[config.mk]
export PLATFORM = sky130hd
export DESIGN_NAME = calc1_port_responder
export DESIGN_NICKNAME = d
export VERILOG_FILES = /design/src/rtl/calc1_port_responder.sv
export SDC_FILE = /design/constraint.sdc
export NUM_CORES = 1
export LEC_CHECK = 0
export CELL_PAD_IN_SITES_DETAIL_PLACEMENT = 0
export CELL_PAD_IN_SITES_GLOBAL_PLACEMENT = 1
export CORE_UTILIZATION = 30
export DETAILED_ROUTE_END_ITERATION = 10
export GPL_TIMING_DRIVEN = 0
export HOLD_SLACK_MARGIN = 0.1
export PLACE_DENSITY = 0.66
export SLEW_MARGIN = 15
export SYNTH_ARGS = -nofsm -noshare
export SYNTH_HDL_FRONTEND = slang
export SYNTH_SLANG_ARGS = --single-unit
[constraint.sdc]
create_clock -name c_clk -period 3.9 [get_ports c_clk]
set_clock_uncertainty 0.05 [all_clocks]
set_input_delay 0.78 -clock c_clk [delete_from_list [all_inputs] [get_ports c_clk]]
set_output_delay 0.78 -clock c_clk [all_outputs]
set_load 0.02 [all_outputs]
[src/rtl/calc1_port_responder.sv]
// Two-operand command responder: ADD/SUB (and LSH/RSH when CALC1_SHIFT_EN is defined),
// with a fixed five-state sequence and a registered one-cycle response.
module calc1_port_responder (
  input  logic        c_clk,
  input  logic        reset,
  input  logic [0:3]  req_cmd_in,
  input  logic [0:31] req_data_in,
  output logic [0:1]  out_resp,
  output logic [0:31] out_data,
  output logic        out_busy
);

  localparam logic [2:0] ST_IDLE  = 3'd0;
  localparam logic [2:0] ST_OPND2 = 3'd1;
  localparam logic [2:0] ST_EXEC1 = 3'd2;
  localparam logic [2:0] ST_EXEC2 = 3'd3;
  localparam logic [2:0] ST_RESP  = 3'd4;

  localparam logic [0:3] CMD_NOP = 4'd0;
  localparam logic [0:3] CMD_ADD = 4'd1;
  localparam logic [0:3] CMD_SUB = 4'd2;
`ifdef CALC1_SHIFT_EN
  localparam logic [0:3] CMD_LSH = 4'd5;
  localparam logic [0:3] CMD_RSH = 4'd6;
`endif

  localparam logic [0:1] RESP_NONE = 2'd0;
  localparam logic [0:1] RESP_OK   = 2'd1;
  localparam logic [0:1] RESP_ERR  = 2'd2;
  localparam logic [0:1] RESP_INT  = 2'd3;

  logic [2:0]  r_state;
  logic [0:3]  r_cmd;
  logic [0:31] r_op1;
  logic [0:31] r_op2;
  logic [0:1]  r_res_resp;
  logic [0:31] r_res_data;
  logic [0:1]  r_out_resp;
  logic [0:31] r_out_data;

  logic [32:0] w_sum;
  logic        w_borrow;
  logic [0:1]  w_calc_resp;
  logic [0:31] w_calc_data;

  // Bit 0 is the MSB, so arithmetic and shifts operate on the plain numeric value.
  always_comb begin
    w_sum       = {1'b0, r_op1} + {1'b0, r_op2};
    w_borrow    = (r_op2 > r_op1);
    w_calc_resp = RESP_ERR;
    w_calc_data = '0;
    case (r_cmd)
      CMD_ADD: begin
        if (!w_sum[32]) begin
          w_calc_resp = RESP_OK;
          w_calc_data = w_sum[31:0];
        end
      end
      CMD_SUB: begin
        if (!w_borrow) begin
          w_calc_resp = RESP_OK;
          w_calc_data = r_op1 - r_op2;
        end
      end
`ifdef CALC1_SHIFT_EN
      CMD_LSH: begin
        w_calc_resp = RESP_OK;
        w_calc_data = r_op1 << r_op2[27:31];
      end
      CMD_RSH: begin
        w_calc_resp = RESP_OK;
        w_calc_data = r_op1 >> r_op2[27:31];
      end
`endif
      default: ;
    endcase
  end

  // Outputs are loaded on the edge that leaves RESP, which places the response in
  // the cycle four edges after the command edge while the FSM is already IDLE.
  always_ff @(posedge c_clk or negedge reset) begin
    if (!reset) begin
      r_state    <= ST_IDLE;
      r_cmd      <= '0;
      r_op1      <= '0;
      r_op2      <= '0;
      r_res_resp <= RESP_NONE;
      r_res_data <= '0;
      r_out_resp <= RESP_NONE;
      r_out_data <= '0;
    end else begin
      r_out_resp <= RESP_NONE;
      r_out_data <= '0;
      case (r_state)
        ST_IDLE: begin
          if (req_cmd_in != CMD_NOP) begin
            r_cmd   <= req_cmd_in;
            r_op1   <= req_data_in;
            r_state <= ST_OPND2;
          end
        end
        ST_OPND2: begin
          r_op2   <= req_data_in;
          r_state <= ST_EXEC1;
        end
        ST_EXEC1: begin
          r_res_resp <= w_calc_resp;
          r_res_data <= w_calc_data;
          r_state    <= ST_EXEC2;
        end
        ST_EXEC2: begin
          r_state <= ST_RESP;
        end
        ST_RESP: begin
          r_out_resp <= r_res_resp;
          r_out_data <= r_res_data;
          r_state    <= ST_IDLE;
        end
        default: begin
          r_out_resp <= RESP_INT;
          r_state    <= ST_IDLE;
        end
      endcase
    end
  end

  assign out_resp = r_out_resp;
  assign out_data = r_out_data;
  assign out_busy = (r_state != ST_IDLE);

endmodule

Word-level counts from Yosys, hierarchy flattened
Cells that the tools add are included.
{ "op_classes": {"n_eq_ne": 7, "n_reduce_logical": 5, "order_cmp": 1, "muxes": 10, "add_sub_neg": 2} }
{ "op_table": {"columns": ["op", "n"], "rows": [
  ["two-way mux 32 bit", 3],
  ["case mux 32 bit (2 select lines)", 1],
  ["adder 32 x 32 -> 33 bit", 1],
  ["greater-than comparator 32 bit", 1],
  ["subtractor 32 bit", 1],
  ["case mux 3 bit (4 select lines)", 1],
  ["case mux 2 bit (2 select lines)", 2],
  ["equality test 3 x 2 -> 1 bit, second input constant", 2],
  ["equality test 4 x 1 -> 1 bit, second input constant", 1],
  ["equality test 4 x 2 -> 1 bit, second input constant", 1],
  ["two-way mux 2 bit", 2],
  ["nonzero test 4 bit", 1],
  ["OR reduction 4 bit", 1],
  ["equality test 3 x 1 -> 1 bit, second input constant", 1],
  ["equality test 3 bit, second input constant", 1],
  ["zero test 3 bit", 1],
  ["two-way mux 3 bit", 1],
  ["nonzero test 3 bit", 1],
  ["inequality test 2 bit, second input constant", 1],
  ["AND reduction 2 bit", 1]
]} }
{ "totals": {"register_bits": 139, "wordCells": 33, "input_bits": 38, "output_inout_bits": 35} }

Depth between registers and ports, before layout
{ "logic_depth": {"ltp_word": 3, "mapped_depth": 14, "mapped_depth_nobuf": 12} }

Worst setup path before layout
No wires, ideal clock.
{ "synth_path": {"path_kind": "register to register", "startpoint": "reg r_op1[31] (netlist name)", "endpoint": "reg r_res_data[1] (netlist name)", "t_arrival_ns": 2.702, "path_stages_with_launch": 13, "setup_ns": 0.132, "slack_ns": 1.016, "period_less_slack_ns": 2.884, "path_buffers": 0, "path_cell_list": "dfrtp_1 inv_1 ha_1 fa_1 nand2b_1 a21oi_1 o2111ai_1 a2111oi_0 o31a_1 a21oi_1 o21bai_1 mux2i_1 nand4_1"} }
{ "synth_via": {"elab_chain_len": 3, "word_cells_on_any_way": 6} }
{ "synth_rtl": {"columns": ["element", "line_no", "text"], "rows": [
  ["from (decl)", "34", "logic [0:31] r_op1;"],
  ["from (signal assigned)", "98", "r_op1 <= req_data_in;"],
  ["subtractor 32 bit (tied with other cells)", "62", "w_calc_data = r_op1 - r_op2;"],
  ["two-way mux 32 bit, on equally long branches", "60, 54", null],
  ["case mux 32 bit (2 select lines) *", "52", "case (r_cmd)"],
  ["to (signal assigned)", "108", "r_res_data <= w_calc_data;"],
  ["to (decl)", "37", "logic [0:31] r_res_data;"]
]} }
Every way passes the cells marked *; elsewhere a longest branch is shown, timed or not.
A chain may end at the register's enable or synchronous reset.

Worst setup path in the final report
{ "layout_path": {"startpoint": "reg r_op2[30] (netlist name)", "endpoint": "reg r_res_data[0] (netlist name)"} }
{ "layout_via": {"elab_chain_len": 3, "word_cells_on_any_way": 6} }
{ "layout_rtl": {"columns": ["element", "line_no", "text"], "rows": [
  ["from (decl)", "35", "logic [0:31] r_op2;"],
  ["from (signal assigned)", "103", "r_op2 <= req_data_in;"],
  ["subtractor 32 bit (tied with other cells)", "62", null],
  ["two-way mux 32 bit, on equally long branches", "60, 54", null],
  ["case mux 32 bit (2 select lines) *", "52", null]
]} }
Marked as above.

==> summary.txt <==
Timing
  • RSZ-0062 raised after global routing: false
  • Final max-slew violation count: 0
  • Final hold viol count: 0
  • F_max: roughly 270 MHz
  • Fin crit share: around 95%
  • Final worst slack: 0.209 ns
  • Worst-Margin Slew: just under 0.9 ns
  • Final min period: around 3.7 ns
  • Hold Worst Slack: 0.208 ns
  • Endpoints failing setup: 0
  • Max-slew headroom: 41.1%

Run
  • Max Cap Viol: 0

Die
  • Core area: roughly 0.03 mm²
  • Row count: 63
  • Ports: 73
  • Die height: roughly 180 µm
  • Die ar.: ~0.031 mm²
  • DIE WIDTH: approximately 180 µm
  • Initial Util: 30.5%

Clocking
  • Clock latency on the worst-skew pair: approximately 0.44 ns
  • Clock slew at reported path FFs: 0.06 ns
  • TritonCTS clock tree: built
  • H-tree depth: 4
  • Max Buffers Root-to-Sink: 2
  • CTS sink count: between 100 and 150
  • CTS root buf: clkbuf_16
  • Clock buffer count from CTS: 17
  • Post-CTS Hold Buffers: 0
  • Post-CTS setup buffer count: 0

Critical path
  • R2R depth: 11
  • CP Launch Type: register
  • Req. time, crit path: ~4.2 ns
  • Reg2Reg Setup Slack: roughly 0.21 ns
  • Worst R2R End: r_res_data[0]
  • CP max FO: 3
  • Worst Path Arrival: a little under 4 ns
  • Kind of critical path: reg2reg
  • Critical R2R Launch: r_op2[30]
  • CP endpoint kind: register

Synth
  • Synth Area in Compound Gates: between 20 and 30%
  • XOR/XNOR Fraction of Synth Area: under 10%
  • Synth area leader: dfrtp_1
  • Mux cell area share after synthesis: around 4.3%
  • Post-Synthesis Cells: approximately 1,000
  • Most frequent cells after synthesis: dfrtp_1 (139), nand2_1 (100), a21oi_1 (79)
  • Simple-Gate Fraction of Synth Area: 16.0%
  • Mapped Nets: 1,109
  • Combinational family with the most area after synthesis: compound AO/OA/AOI/OAI gates
  • Proportion of netlist area held by the largest area contributor: 38.4%
  • Synth unique cells: just over 80
  • Sequential area share after synthesis: 38.4%
  • Avg Cell Area, Syn: 9.03 µm²
  • Number of synthesized flops with an enable pin: 0
  • Synthesized area: approximately 0.009 mm²
  • Yosys warns: 0
  • Synth Area in Adders: 9.41%
  • Post-synthesis async set-or-reset flop share: 100%
  • Synth area leaders: dfrtp_1 (38%), ha_1 (9.0%), a21oi_1 (4.4%)
  • Register bit total from synthesis: 139
  • Post-synth top flop: dfrtp_1
  • Cell with the most instances after synthesis: dfrtp_1

Detailed routing
  • Vias: ~8,100
  • TritonRoute pass-1 iters: 5
  • Final ANT Viol Nets: 0
  • Detailed Route Iter0 Violations: between 500 and 600
  • DRC: 0
  • Total wire length: just under 30,000 µm
  • DR WL/cell: between 15 and 20 µm
  • Vias/cell: 5.37

Global route
  • Largest net degree at the start of global routing: 86
  • Vias in the first global route: 8,101
  • Tot GR Track Use: about a fifth
  • GRT overflow: 0
  • First-pass GRT wire length: 46,400 µm
  • Antenna violations before repair: 0

Finish
  • Fillcell total: 3,038
  • Sequential cell area: 0.00348 mm²
  • N_diodes: 0
  • Share of cells above drive strength 1: under 10%
  • Multi-input gate area: a little over 0.005 mm²
  • Final Instance Area: around 0.011 mm²
  • Final net count: 1,202
  • Final Non-Filler Cells: 1,500
  • Area Growth Syn to Fin: 20.1%

Placed design
  • Area after DPL: a little over 0.01 mm²
  • GP Congestion: about 0.90
  • Pre-CTS setup slack: ~0.037 ns
  • DP Cell Count: ~1,500
  • IO buf count: between 70 and 80
  • Post-DP HPWL: roughly 22,000 µm

Min path
  • Min-delay worst type: in2async

Run status
  • Result of the run: finished clean
-- stage by stage --
step / utilization, % / setup TNS [ns]
after floorplan: - / 0
after global placement: 34.6 / -526.26
after detailed placement: 34.7 / 0
after CTS: 36.6 / 0
after global routing: 36.6 / 0
final: 36.6 / 0
-- worst max path at each step --
stage	end	from
CTS	r_res_data[1]	r_op1[31]
finish	r_res_data[0]	r_op2[30]
detailed placement	r_res_data[0]	r_op2[30]
global placement	r_op1[23]	reset
global route	r_res_data[2]	r_op2[30]
floorplan	r_res_data[1]	r_op1[31]
-- routing by layer --
layer | vias up | wire length (µm) | share of wire, % | global-route usage [%]
met5 | - | 0 | 0 | 0
li1 | 3825 | - | - | -
met2 | 229 | 13000 | 45 | 30.6
met4 | 0 | 570 | 2.0 | 6.01
met3 | 43 | 1230 | 4.2 | 2.94
met1 | 3953 | 14100 | 49 | 27.5
-- cell type report --
| class | count | area share (%) |
|---|---|---|
| plain buffers | 58 | 2.31 |
| well taps | 390 | 4.48 |
| inverters | 66 | 2.27 |
| flip-flops and latches | 139 | 31.9 |
| multi-input cells | 741 | 46.9 |
| clock buffers | 17 | 3.91 |
| clock inverters | 15 | 1.19 |
| repair buffers | 74 | 6.99 |
-- logic make-up after synthesis --
family,Yosys count
xor gates and xnor gates,12
adders and majority gates,67
buffers and inverters,124
muxes,35
DFF,139
AOI/OAI and AO/OA,327
and+or+nand+nor,300
-- worst max-delay path, stage by stage (launching register included) --
cell and delay, ns:
dfrtp_1 0.42, inv_1 0.14, ha_1 0.25, nor2b_1 0.15
o31a_1 0.27, nor4_1 0.59, or4b_1 0.32, a311oi_1 0.15
o32ai_1 0.60, o21ai_1 0.20, mux2i_1 0.15, a311o_1 0.27
-- cell usage in the layout, fill, tap and decap left out, types with 38 or more instances in the layout --
master,count
a21oi_1,79
and2_1,38
clkbuf_1,39
clkdlybuf4s50_1,71
dfrtp_1,139
ha_1,65
inv_1,62
nand2_1,100
nor2_1,61
o21ai_0,61
-- flip-flops by register name, indices dropped and copies added (netlist names) --
signal / cells
r_res_resp: 2
r_op2: 32
r_res_data: 32
r_state: 3
r_cmd: 4
out_resp: 2
r_op1: 32
out_data: 32
-- repair_timing --
| action | in CTS | in global routing |
|---|---|---|
| gates cloned | 0 | 0 |
| endpoints found under the setup margin | 1 | 9 |
| gates resized for setup | 1 | 7 |
Power is not shown: default switching activity piles up to over one toggle a cycle in this logic, so the estimate is an artifact.
==> RTL change: new RTL, same flow settings <==
Add a define of `CALC1_SHIFT_EN`.
--- a/src/rtl/calc1_port_responder.sv
+++ b/src/rtl/calc1_port_responder.sv
@@ -1,5 +1,7 @@
 // Two-operand command responder: ADD/SUB (and LSH/RSH when CALC1_SHIFT_EN is defined),
 // with a fixed five-state sequence and a registered one-cycle response.
+`define CALC1_SHIFT_EN
+
 module calc1_port_responder (
   input  logic        c_clk,
   input  logic        reset,
Function: changed (a bounded check fails within 10 cycles, from zero or initial values and one cycle with reset low).
==> RTL change against the original RTL <==
  * Critical path type unchanged
  * Final area up 35%
  * Critical endpoint is now r_res_data[22]
  * Final cell count rose by 35%
  * Setup slack got worse by 0.18 ns
  * Synthesized cell count increased by 37%
  * Non-clock buffer count grew 53
  * Core utilization up 1.1 points
  * Area after synthesis up 32%
  * Maximum frequency down 4.7%
  * Count of clock-buffer cells in the layout unchanged
  * Wire length increased by 90%
  * Sequential cell count did not move
Power is left out: the tool's default activity adds up to more than one toggle a clock period on the data nets, which glitch-free logic cannot reach.
==> RTL change: results (changes against the original RTL) <==
{
  "r2r-start": {"value": "r_op1[31]", "change": "was r_op2[30]"},
  "globalRouteMet1Util": {"value": 38.7, "unit": "%", "change": "was 27.5%"},
  "globalRouteMet3Util": {"value": 5.84, "unit": "%", "change": "was 2.94%"},
  "drtIter0Drc": {"value": 1225, "change": "was 585"},
  "global_route.usage.met2": {"value": 41.1, "unit": "%", "change": "was 30.6%"},
  "pre_cts_ws": {"value": -2.10, "unit": "ns", "change": "was 0.0369 ns"},
  "global_route_wire_length_before_repair": {"value": 81.4, "unit": "mm", "change": "was 46.4 mm"},
  "synth_cell_type_count": {"value": 78, "change": "was 81"},
  "fin_worst_hold_slack": {"value": 0.132, "unit": "ns", "change": "was 0.208 ns"},
  "final_layout_size_suffix_gt1_share": {"value": 17.9, "unit": "%", "change": "was 9.64%"},
  "cts-resized-gates": {"value": 91, "change": "was 1"},
  "slowest_stage": {"value": "sky130_fd_sc_hd__dfrtp_2", "change": "was sky130_fd_sc_hd__o32ai_1"},
  "routedWlPerCell": {"value": 27.3, "unit": "um", "change": "was 19.3 um"},
  "syn-mean-instance-area": {"value": 8.71, "unit": "um^2", "change": "was 9.03 um^2"},
  "grt_start_max_net_pins": {"value": 85, "change": "was 86"},
  "post-place-cells": {"value": 1968, "change": "was 1,468"},
  "clk_pin_slew_worst_paths": {"value": 0.09, "unit": "ns", "change": "was 0.06 ns"},
  "status": {"value": "complete, no violations", "change": "unchanged"},
  "clk_latency": {"value": 0.49, "unit": "ns", "change": "was 0.44 ns"},
  "final_util": {"value": 37.8, "unit": "%", "change": "was 36.6%"},
  "worstPathArrival": {"value": 4.19, "unit": "ns", "change": "was 3.95 ns"},
  "drt-met1-wl": {"value": 25.1, "unit": "mm", "change": "was 14.1 mm"},
  "syn_nets": {"value": 1479, "change": "was 1,109"},
  "instances_no_fill": {"value": 2019, "change": "was 1,500"},
  "groute.usage.overall": {"value": 27.5, "unit": "%", "change": "was 19.5%"}
}
==> RTL change: worst max-delay path, delay by kind of cell (launching register included) <==
kind	cells	cell delay (ns)
adders and majority gates	2	0.57
AOI/OAI and AO/OA	8	1.64
buffers and inverters	3	0.35
DFF	1	0.45
and+or+nand+nor	2	0.69
==> RTL change: cell type report <==
type | count | share of cell area (%)
repair buffers | 104 | 6.88
clock inverters | 15 | 1.32
plain buffers | 81 | 3.00
multi-input cells | 1074 | 55.9
flip-flops and latches | 139 | 23.7
well taps | 518 | 4.40
clock buffers | 17 | 2.89
inverters | 71 | 1.95
==> RTL change: kinds of logic (layout without fill, tap and decap cells) <==
family	count (synthesis)	in the layout	synth area share, %
AOI/OAI and AO/OA	455	455	25.5
and+or+nand+nor	411	411	15.6
buffers and inverters	161	288	5.24
DFF	139	139	29.1
muxes	126	126	16.4
adders and majority gates	67	67	7.13
xor gates and xnor gates	15	15	1.10
